===== config.mk =====
export PLATFORM = sky130hd
export DESIGN_NAME = multdiv_unit
export DESIGN_NICKNAME = d
export VERILOG_FILES = /design/src/rtl/multdiv_pkg.sv /design/src/rtl/multdiv_unit_booth_step.sv /design/src/rtl/multdiv_unit.sv
export SDC_FILE = /design/constraint.sdc
export NUM_CORES = 1
export LEC_CHECK = 0
export CAP_MARGIN = 20
export CORE_UTILIZATION = 35
export DETAILED_ROUTE_END_ITERATION = 8
export GPL_ROUTABILITY_DRIVEN = 0
export PLACE_DENSITY = 0.62
export REMOVE_ABC_BUFFERS = 1
export SYNTH_ARGS = -nofsm -noshare
export SYNTH_HDL_FRONTEND = slang
export SYNTH_SLANG_ARGS = --single-unit

===== constraint.sdc =====
create_clock -name clock -period 11.45 [get_ports clock]
set_input_delay 2.29 -clock clock [delete_from_list [all_inputs] [get_ports clock]]
set_output_delay 2.29 -clock clock [all_outputs]
set_load 0.05 [all_outputs]

===== src/rtl/multdiv_pkg.sv =====
// Shared types and constants for the iterative multiply/divide unit.
package multdiv_pkg;

  localparam int WIDTH = 32;
  localparam int CNT_W = 6;

  localparam logic [WIDTH-1:0] INT_MIN = 32'h8000_0000;

  typedef enum logic [1:0] {IDLE, MULT, DIV, DONE} state_e;

  typedef enum logic [1:0] {NOP, ADD, SUB} booth_op_e;

  // Radix-2 Booth recoding of {P_lo[0], q_-1}.
  function automatic booth_op_e booth_decode(input logic [1:0] pair);
    case (pair)
      2'b01:   return ADD;
      2'b10:   return SUB;
      default: return NOP;
    endcase
  endfunction

endpackage


===== src/rtl/multdiv_unit_booth_step.sv =====
// One radix-2 Booth iteration: add/sub multiplicand into P_hi, then arithmetic shift right.
module booth_step
  import multdiv_pkg::*;
(
  input  logic [WIDTH-1:0] p_hi_i,
  input  logic [WIDTH-1:0] p_lo_i,
  input  logic             q_m1_i,
  input  logic [WIDTH-1:0] mcand_i,
  output logic [2*WIDTH:0] prod_o
);

  logic [WIDTH:0] hi_ext;
  logic [WIDTH:0] mc_ext;
  logic [WIDTH:0] sum;

  // Sum is kept one bit wider so a -INT_MIN step cannot wrap before the shift.
  always_comb begin
    hi_ext = {p_hi_i[WIDTH-1], p_hi_i};
    mc_ext = {mcand_i[WIDTH-1], mcand_i};
    case (booth_decode({p_lo_i[0], q_m1_i}))
      ADD:     sum = hi_ext + mc_ext;
      SUB:     sum = hi_ext - mc_ext;
      default: sum = hi_ext;
    endcase
    prod_o = {sum, p_lo_i};
  end

endmodule


===== src/rtl/multdiv_unit.sv =====
// Iterative signed multiply (Booth) / divide (restoring) with fixed 32-cycle latency.
module multdiv_unit
  import multdiv_pkg::*;
(
  input  logic             clock,
  input  logic             reset,
  input  logic [WIDTH-1:0] data_operandA,
  input  logic [WIDTH-1:0] data_operandB,
  input  logic             ctrl_MULT,
  input  logic             ctrl_DIV,
  output logic [WIDTH-1:0] data_result,
  output logic             data_exception,
  output logic             data_resultRDY
);

  state_e             state_q, state_d;
  logic [CNT_W-1:0]   cnt_q, cnt_d;
  logic [2*WIDTH:0]   prod_q, prod_d, prod_nx;
  logic [WIDTH-1:0]   mcand_q, mcand_d;
  logic [WIDTH-1:0]   rem_q, rem_d, rem_nx;
  logic [WIDTH-1:0]   quo_q, quo_d, quo_nx;
  logic [WIDTH-1:0]   dvsr_q, dvsr_d;
  logic               neg_q, neg_d;
  logic               dvz_q, dvz_d;
  logic               ovf_q, ovf_d;
  logic [WIDTH-1:0]   result_q, result_d;
  logic               exc_q, exc_d;

  logic [WIDTH-1:0]   abs_a, abs_b;
  logic [WIDTH:0]     shl, trial;
  logic [2*WIDTH-1:0] product;
  logic               last;

  booth_step u_booth (
    .p_hi_i  (prod_q[2*WIDTH:WIDTH+1]),
    .p_lo_i  (prod_q[WIDTH:1]),
    .q_m1_i  (prod_q[0]),
    .mcand_i (mcand_q),
    .prod_o  (prod_nx)
  );

  // INT_MIN negates to itself, which is the correct unsigned magnitude.
  assign abs_a = data_operandA[WIDTH-1] ? -data_operandA : data_operandA;
  assign abs_b = data_operandB[WIDTH-1] ? -data_operandB : data_operandB;

  // Partial remainder stays below the divisor, so the shifted value never sets bit WIDTH.
  assign shl    = {rem_q, quo_q[WIDTH-1]};
  assign trial  = shl - {1'b0, dvsr_q};
  assign rem_nx = trial[WIDTH] ? shl[WIDTH-1:0] : trial[WIDTH-1:0];
  assign quo_nx = {quo_q[WIDTH-2:0], ~trial[WIDTH]};

  assign product = prod_nx[2*WIDTH:1];
  assign last    = (cnt_q == CNT_W'(WIDTH-1));

  always_ff @(posedge clock) begin
    if (reset) begin
      state_q  <= IDLE;
      cnt_q    <= '0;
      prod_q   <= '0;
      mcand_q  <= '0;
      rem_q    <= '0;
      quo_q    <= '0;
      dvsr_q   <= '0;
      neg_q    <= 1'b0;
      dvz_q    <= 1'b0;
      ovf_q    <= 1'b0;
      result_q <= '0;
      exc_q    <= 1'b0;
    end else begin
      state_q  <= state_d;
      cnt_q    <= cnt_d;
      prod_q   <= prod_d;
      mcand_q  <= mcand_d;
      rem_q    <= rem_d;
      quo_q    <= quo_d;
      dvsr_q   <= dvsr_d;
      neg_q    <= neg_d;
      dvz_q    <= dvz_d;
      ovf_q    <= ovf_d;
      result_q <= result_d;
      exc_q    <= exc_d;
    end
  end

  always_comb begin
    state_d  = state_q;
    cnt_d    = cnt_q;
    prod_d   = prod_q;
    mcand_d  = mcand_q;
    rem_d    = rem_q;
    quo_d    = quo_q;
    dvsr_d   = dvsr_q;
    neg_d    = neg_q;
    dvz_d    = dvz_q;
    ovf_d    = ovf_q;
    result_d = result_q;
    exc_d    = exc_q;

    // A start in any state aborts whatever is running; MULT wins a tie.
    if (ctrl_MULT) begin
      state_d = MULT;
      cnt_d   = '0;
      prod_d  = {{WIDTH{1'b0}}, data_operandB, 1'b0};
      mcand_d = data_operandA;
    end else if (ctrl_DIV) begin
      state_d = DIV;
      cnt_d   = '0;
      rem_d   = '0;
      quo_d   = abs_a;
      dvsr_d  = abs_b;
      neg_d   = data_operandA[WIDTH-1] ^ data_operandB[WIDTH-1];
      dvz_d   = (data_operandB == '0);
      ovf_d   = (data_operandA == INT_MIN) && (data_operandB == '1);
    end else begin
      case (state_q)
        MULT: begin
          prod_d = prod_nx;
          cnt_d  = cnt_q + 1'b1;
          if (last) begin
            state_d  = DONE;
            cnt_d    = '0;
            result_d = product[WIDTH-1:0];
            exc_d    = !((&product[2*WIDTH-1:WIDTH-1]) || !(|product[2*WIDTH-1:WIDTH-1]));
          end
        end
        DIV: begin
          rem_d = rem_nx;
          quo_d = quo_nx;
          cnt_d = cnt_q + 1'b1;
          if (last) begin
            state_d  = DONE;
            cnt_d    = '0;
            result_d = dvz_q ? '0 : (neg_q ? -quo_nx : quo_nx);
            exc_d    = dvz_q | ovf_q;
          end
        end
        DONE:    state_d = IDLE;
        default: state_d = IDLE;
      endcase
    end
  end

  assign data_result    = result_q;
  assign data_exception = exc_q;
  assign data_resultRDY = (state_q == DONE);

endmodule

==> metrics list, run 1 <==
* Run status: complete, no violations
- The signal on the critical path passes through or4_1 -> nor4_1 -> nand2_1 -> nor2_1 -> a21o_1 -> o21ai_0 -> xnor2_1 -> ha_1 -> a21o_1 -> a211o_1 -> o22ai_1 -> a31oi_1 -> a41oi_1 -> xor2_1 -> o21ai_0 -> or3_1 -> nor4_1 -> a31o_2 -> a31oi_1.
- Counting flops and latches in the post-synthesis netlist gives 237.
* Area of the die: 47000 um2
- The largest single stage delay on the critical path is 620 ps.
- Summed over all layers, the routed wires come to 49300 um.
* First-pass GRT wire length: 79100 um
- With fillers left out, the area of the finished cells amounts to 18600 um2.
- After floorplanning, the core was divided into 78 placement rows.
- Summing all placed instances gives a cell area of 17600 um2.
- Dividing the detail-routed via count by the number of cells gives 5.63.
- The share of synthesized area in the top cell type comes to 29.4%.
- Area overhead of the layout relative to synthesis: 15.2%
* Crit path launch type: register
* Critical path arrival: 6160 ps
- Setup repair after global routing left no endpoint under its margin.
* Actual transition at the worst max-transition pin: 974 ps
- The tree is rooted in a clkbuf_16.
* Sequential-to-total area share from yosys stat: 29.4%
- Data on the critical path is required at its endpoint by 11900 ps.
- Type of the worst min-delay path: register to register
- Fin crit share: 49.9%
* Final core utilization: 40.9%
* Reported leakage power: 6.99 nW
* Asr flop ratio synth: 0%
* Max FO, Critical Path: 10
- Vias post-DR: 15800
- Final number of hold-violating endpoints: 0
- Max capacitance violation total: 0
- Dividing the detail-routed wire length by the instance count gives 17.6 um.
- Worst voltage drop across the vdd grid: 0.0000958 V
* Ys Warns: 0
- The number of global-route vias before repair came to 15000.
- Overall die height: 217 um
* Antenna diodes: 0
* Total power: 2.30 mW
- Buffer and inverter count on the worst path: 0
- In this run the horizontal extent of the chip is 217 um.
* Resized Gates After CTS: 0
- After floorplanning, the core was sized to cover 45500 um2.
- Worst slack, placed: 5440 ps
* Critical path class: register to register
- Timing would allow up to 175 MHz.
* I/O pin count: 102
* Master of the slowest instance on the critical path: or4_1
* Worst-skew pair later-pin latency: 580 ps
- The number of setup buffers added after CTS is 0.
- Setup slack closes at 5740 ps.
- Post-synthesis cell count: 2162
- Footprint of the flip-flops and latches: 4740 um2
- The number of slew-limit violations in the final report is 0.
* Starting DRC count in detailed routing: 1063
- Broken down by cell family, the worst path's largest delay share belongs to simple AND/OR/NAND/NOR gates.
* Total routing usage reported by global routing: 20.6%
- After global routing the overflow that remains totals 0.
- STA classifies the critical path endpoint as a register.
- In the final layout, the share of cells above drive strength 1 is 4.49%.
- Area of combinational cells with multiple inputs: 10700 um2
* Worst-case headroom to the max-slew limit: 34.9%
- A synthesized cell averages 7.48 um2.
- In the routed design, unresolved DRC markers number 0.
* Count of hold buffers inserted by post-cts repair: 0
- Summed over all instances, the cell type with the most area after synthesis is dfxtp_1.
- Number of flops mapped to enable cells by yosys: 0
- H-tree depth: 1
- The detail route stage leaves a number of antenna-violating nets equal to 0.
- After clock tree synthesis, the clock-pin slew on the worst setup and hold paths is 60 ps.
- Entering global routing, the biggest net connects 82 pins.
* Final Setup Violations: 0
- In this run, CTS created clock tree buffers numbering 30.
* Number of antenna violations at the first check in global routing: 0
* Fillers: 4699
- The count of buffers added on input and output ports is 101.
- Final Net Count: 2330
* Number of library cell types mapped by synthesis: 74
- Power Density: 123 nW/um2
- Counting every sink on the clock net gives 237.
* Setup TNS: 0 ps
- TritonCTS built the clock tree.
- Post-synth design cell area: 16200 um2
- In the synthesized netlist the dominant register cell turns out to be dfxtp_1.
- The initial utilization of the core area, before any placement, comes to 35.5%.
* Final period demand of the worst path: 5710 ps
- Sorting the synthesized cells by area gives the leading types as dfxtp_1 (29%), nor2_1 (8.2%), a21oi_1 (6.2%), ha_1 (5.7%), xor2_1 (4.6%).
- Maximum clock path buffer count: 3
- HPWL after detailed placement: 35500 um
* Maximum clock skew at final layout: 23.4 ps
- The first detailed-routing pass ran for 6 iterations.
Yosys cell counts, drive strengths merged, types with 27 or more instances:
| cell type | instances |
|---|---|
| nor3 | 76 |
| xor2 | 84 |
| nand2 | 189 |
| o31ai | 28 |
| nor2 | 352 |
| dfxtp | 237 |
| a211oi | 89 |
| or3 | 32 |
| o21ai | 104 |
| inv | 65 |
| mux2i | 59 |
| xnor2 | 77 |
| a21oi | 199 |
| ha | 74 |
| nand3 | 27 |
| clkbuf | 120 |
worst min-delay path: cells and delay by family, from the launching register on:
| kind | cells | cell delay [ps] |
|---|---|---|
| and+or+nand+nor | 1 | 60 |
| DFF | 1 | 310 |
| AOI/OAI and AO/OA | 1 | 50 |
cell type report:
class                           count  area share [%]
Clock inverter                      6           0.477
Timing Repair Buffer              123            6.39
Sequential cell                   237            25.5
Inverter                           68            1.37
Tap cell                          600            4.03
Multi-Input combinational cell   1726            57.5
Clock buffer                       44            4.75
final timing paths:
path	from	end	slack (ps)	cells past startpoint
setup reg to reg	mcand_q[6]	data_exception	5740	19
hold / removal	dvsr_q[0]	dvsr_q[0]	470	2
hold reg to reg	dvsr_q[0]	dvsr_q[0]	470	2
setup / recovery	mcand_q[6]	data_exception	5740	19
per-stage QoR:
stage	hold WS (ps)	instances
after floorplan	434	2031
after global placement	443	2753
after detailed placement	451	2753
after CTS	459	2803
after global routing	501	2804
final	468	2804
power by group:
group          internal (mW)  switching (mW)
clock                  0.573           0.377
sequential             0.855          0.0309
combinational          0.180           0.281
total                   1.61           0.689
cells by family (layout without fill, tap and decap cells):
| logic type | after synthesis | in the layout | synth area share, % |
|---|---|---|---|
| multiplexers | 64 | 64 | 4.00 |
| flip-flops | 237 | 237 | 29.4 |
| AO/OA/AOI/OAI | 585 | 585 | 23.1 |
| XOR/XNOR | 161 | 161 | 8.72 |
| adder cells (fa/ha/maj) | 76 | 76 | 5.98 |
| AND/OR/NAND/NOR | 840 | 840 | 24.2 |
| buffers and inverters | 199 | 241 | 4.65 |
per-layer routing:
layer  global-route usage [%]  vias to the layer above  routed length [um]
li1                         -                     7801                   -
met1                     26.3                     7478               21700
met2                     35.7                      419               23400
met3                     2.53                       99                2510
met4                     7.30                        0                1640
met5                        0                        -                   0
state kept, by name (all words and copies together), names as in the netlist:
signal / count
prod_q: 65
data_result: 32
dvsr_q: 32
mcand_q: 32
quo_q: 32
rem_q: 32
cnt_q: 6
state_q: 2
data_exception: 1
dvz_q: 1
neg_q: 1
ovf_q: 1
layout by cell type, fill, tap and decap left out, types with 65 or more instances in the layout:
| cell | synthesis | final |
|---|---|---|
| nor3_1 | 76 | 76 |
| o21ai_0 | 104 | 104 |
| nor2_1 | 352 | 351 |
| a21oi_1 | 199 | 199 |
| clkdlybuf4s50_1 | 0 | 98 |
| ha_1 | 74 | 74 |
| nand2_1 | 189 | 189 |
| dfxtp_1 | 237 | 237 |
| a211oi_1 | 89 | 89 |
| xnor2_1 | 77 | 77 |
| inv_1 | 65 | 65 |
| xor2_1 | 84 | 84 |
Note: power is estimated with default switching activity, not from simulation.
==> run 2: changes to the inputs <==
- clock period: 11.45 -> 5.3 ns (I/O delays scaled with it)
==> metrics list, run 2 (same netlist as run 1, synthesis figures left out) <==
- Run status: complete, no violations
* Drt total wl: 50500 um
- From bottom edge to top edge, the die measures 217 um.
- The number of clock buffers added by TritonCTS is 29.
* Setup slack of the most critical reg-to-reg path: 370 ps
* TritonCTS clock tree: yes
- Core Rows: 78
* Effective utilization at floorplan: 35.5%
- Summed over all cells, the static leakage comes to 7.15 nW.
* I/O pin count: 102
* HPWL after detailed placement: 37000 um
- Measured against its own limit, the worst slew margin works out to 29.4%.
- Worst-skew pair later-pin latency: 580 ps
- Largest register by flop count: prod_q
- Summed over all layers, the global routing overflow is 0.
- For this run, the total global-route usage over all layers was measured as 21.2%.
- Reg-to-reg critical path endpoint: data_exception
* Average vias per placed instance: 5.66
- Counting instances, the worst hold path has a depth of 2.
* Resized Gates After CTS: 0
- Maximum clock skew at final layout: 11.4 ps
- CP Cell Sequence: or4_1 -> nor4_1 -> buf_4 -> and4b_1 -> a21oi_1 -> xnor2_1 -> ha_1 -> and2_1 -> a22o_1 -> o41ai_1 -> buf_4 -> o221ai_1 -> a21boi_0 -> xnor2_1 -> o21ai_0 -> nand4_1 -> nor4_1 -> a31oi_1
- Static timing analysis puts the maximum clock frequency at 203 MHz.
- Final Net Count: 2351
- Total power: 5.20 mW
* Worst voltage drop across the vdd grid: 0.000229 V
- The detailed router put a total of 22100 um of wire on met1.
- The area growth from synthesis to layout is 16.8%.
* Maximum clock path buffer count: 3
- The floorplan step defined a core boundary enclosing 45500 um2.
- Area of the die: 47000 um2
- Critical path class: register to register
- Kind of end point of the critical path: register
- In this design, the stage delay of the slowest critical-path cell is 620 ps.
* Max Transition Viols Final: 0
- Final period demand of the worst path: 4930 ps
* Share of layout cells above drive strength 1: 5.83%
- Actual transition at the worst max-transition pin: 1060 ps
- Max capacitance violation total: 0
- Vias post-DR: 16000
* Met2 Wirelength: 24000 um
* Top layer reached by signal wires: met4
- Port buffer count: 101
* Avg WL per Cell: 17.9 um
* Residual antenna-violating net count after detailed routing: 0
- The critical path starts at mcand_q[6].
- The register with the most flip-flops in the layout has 65 of them.
- In this run the post-CTS setup repair buffer count came out at 0.
* RSZ-0062 raised after global routing: no
- For this run, the detailed router's first-pass iteration total came to 5.
- Number of antenna violations at the first check in global routing: 0
- Leaving out fill and tap cells, the most frequent cell in the layout is nor2_1.
- Startpoint of the most critical hold path: prod_q[0]
* Die width: 217 um
- In this run the power density over the cells is 276 nW/um2.
- Num Clock Sinks: 237
- Buffers inserted to repair hold after CTS numbered 0.
* Antenna diodes: 0
- First-pass GRT wire length: 81100 um
- Met3 Wirelength: 2870 um
- After clock tree synthesis, the clock-pin slew on the worst setup and hold paths is 60 ps.
- Number of cells traversed by the worst register-to-register path: 18
- Type of the worst min-delay path: register to register
- The library cells used most frequently in the layout, excluding fill and tap cells, are nor2_1 (351), dfxtp_1 (237), a21oi_1 (199).
* Starting DRC count in detailed routing: 1275
- STA puts the critical path data arrival time at 5370 ps.
- In the finished design, the share of the clock period the worst path needs comes to 92.9%.
- The number of global-route vias before repair was 15100.
- Hold endpoint: prod_q[0]
- Buffer type at the clock tree root: clkbuf_16
- Crit path launch type: register
- For this design, the slowest cell found on the critical path is or4_1.
- Drt drc: 0
* Final number of hold-violating endpoints: 0
- Maximum number of pins on one net before global-route repair: 81
- Final Setup Violations: 0
- For the final routed database, the setup TNS stands at 0 ps.
- Worst r2r src: mcand_q[6]
- H-tree depth: 1
- Along the worst path, the maximum fanout reaches 7.
* Required time of the critical path: 5750 ps
run 2: final cells by class:
type	count	area [um2]
clock buffers	37	816
clock inverters	17	272
fillers	4647	26600
inverters	68	255
multi-input cells	1726	10700
flip-flops and latches	237	4740
well taps	600	751
repair buffers	145	1340
run 2: critical path: cells and delay by family (launching register included):
kind / cells / cell delay, ps
xor gates and xnor gates: 2 / 230
DFF: 1 / 360
and+or+nand+nor: 6 / 1850
AOI/OAI and AO/OA: 7 / 1630
buffers and inverters: 2 / 360
adders and majority gates: 1 / 370
run 2: where the power goes:
group          internal, mW  switching, mW
Clock                  1.42          0.847
Sequential             1.85         0.0640
Combinational         0.403          0.619
Total                  3.67           1.53
run 2: metal layers:
| metal | GRT usage, % | vias to the layer above |
|---|---|---|
| met2 | 36.5 | 496 |
| met3 | 2.80 | 99 |
| met4 | 6.60 | 0 |
| met1 | 27.3 | 7581 |
| li1 | - | 7835 |
| met5 | 0 | - |
run 2: how the worst max path moves through the flow:
stage / end / slack (ps) / depth (start not counted)
finish: data_exception / 370 / 18
global route: data_exception / 4 / 18
CTS: data_exception / 460 / 18
detailed placement: dvsr_q[30] / 520 / 12
global placement: data_exception / 520 / 18
floorplan: data_result[22] / 110 / 17
run 2: stage by stage:
stage                     setup slack [ps]  instances  util (%)  cell area (um2)  hold slack [ps]
after floorplan                        108       2031         -            15700              434
after global placement                 523       2776      39.1            17800              445
after detailed placement               521       2776      39.1            17800              449
after CTS                              461       2830      41.5            18900              458
after global routing                  3.84       2830      41.5            18900              486
final                                  375       2830      41.5            18900              459
==> run 3: changes to the inputs <==
- ABC_CLOCK_PERIOD_IN_PS: not set -> 5300
==> results of run 3 <==
The final DEF is identical to that of run 2; final timing and power are the same.
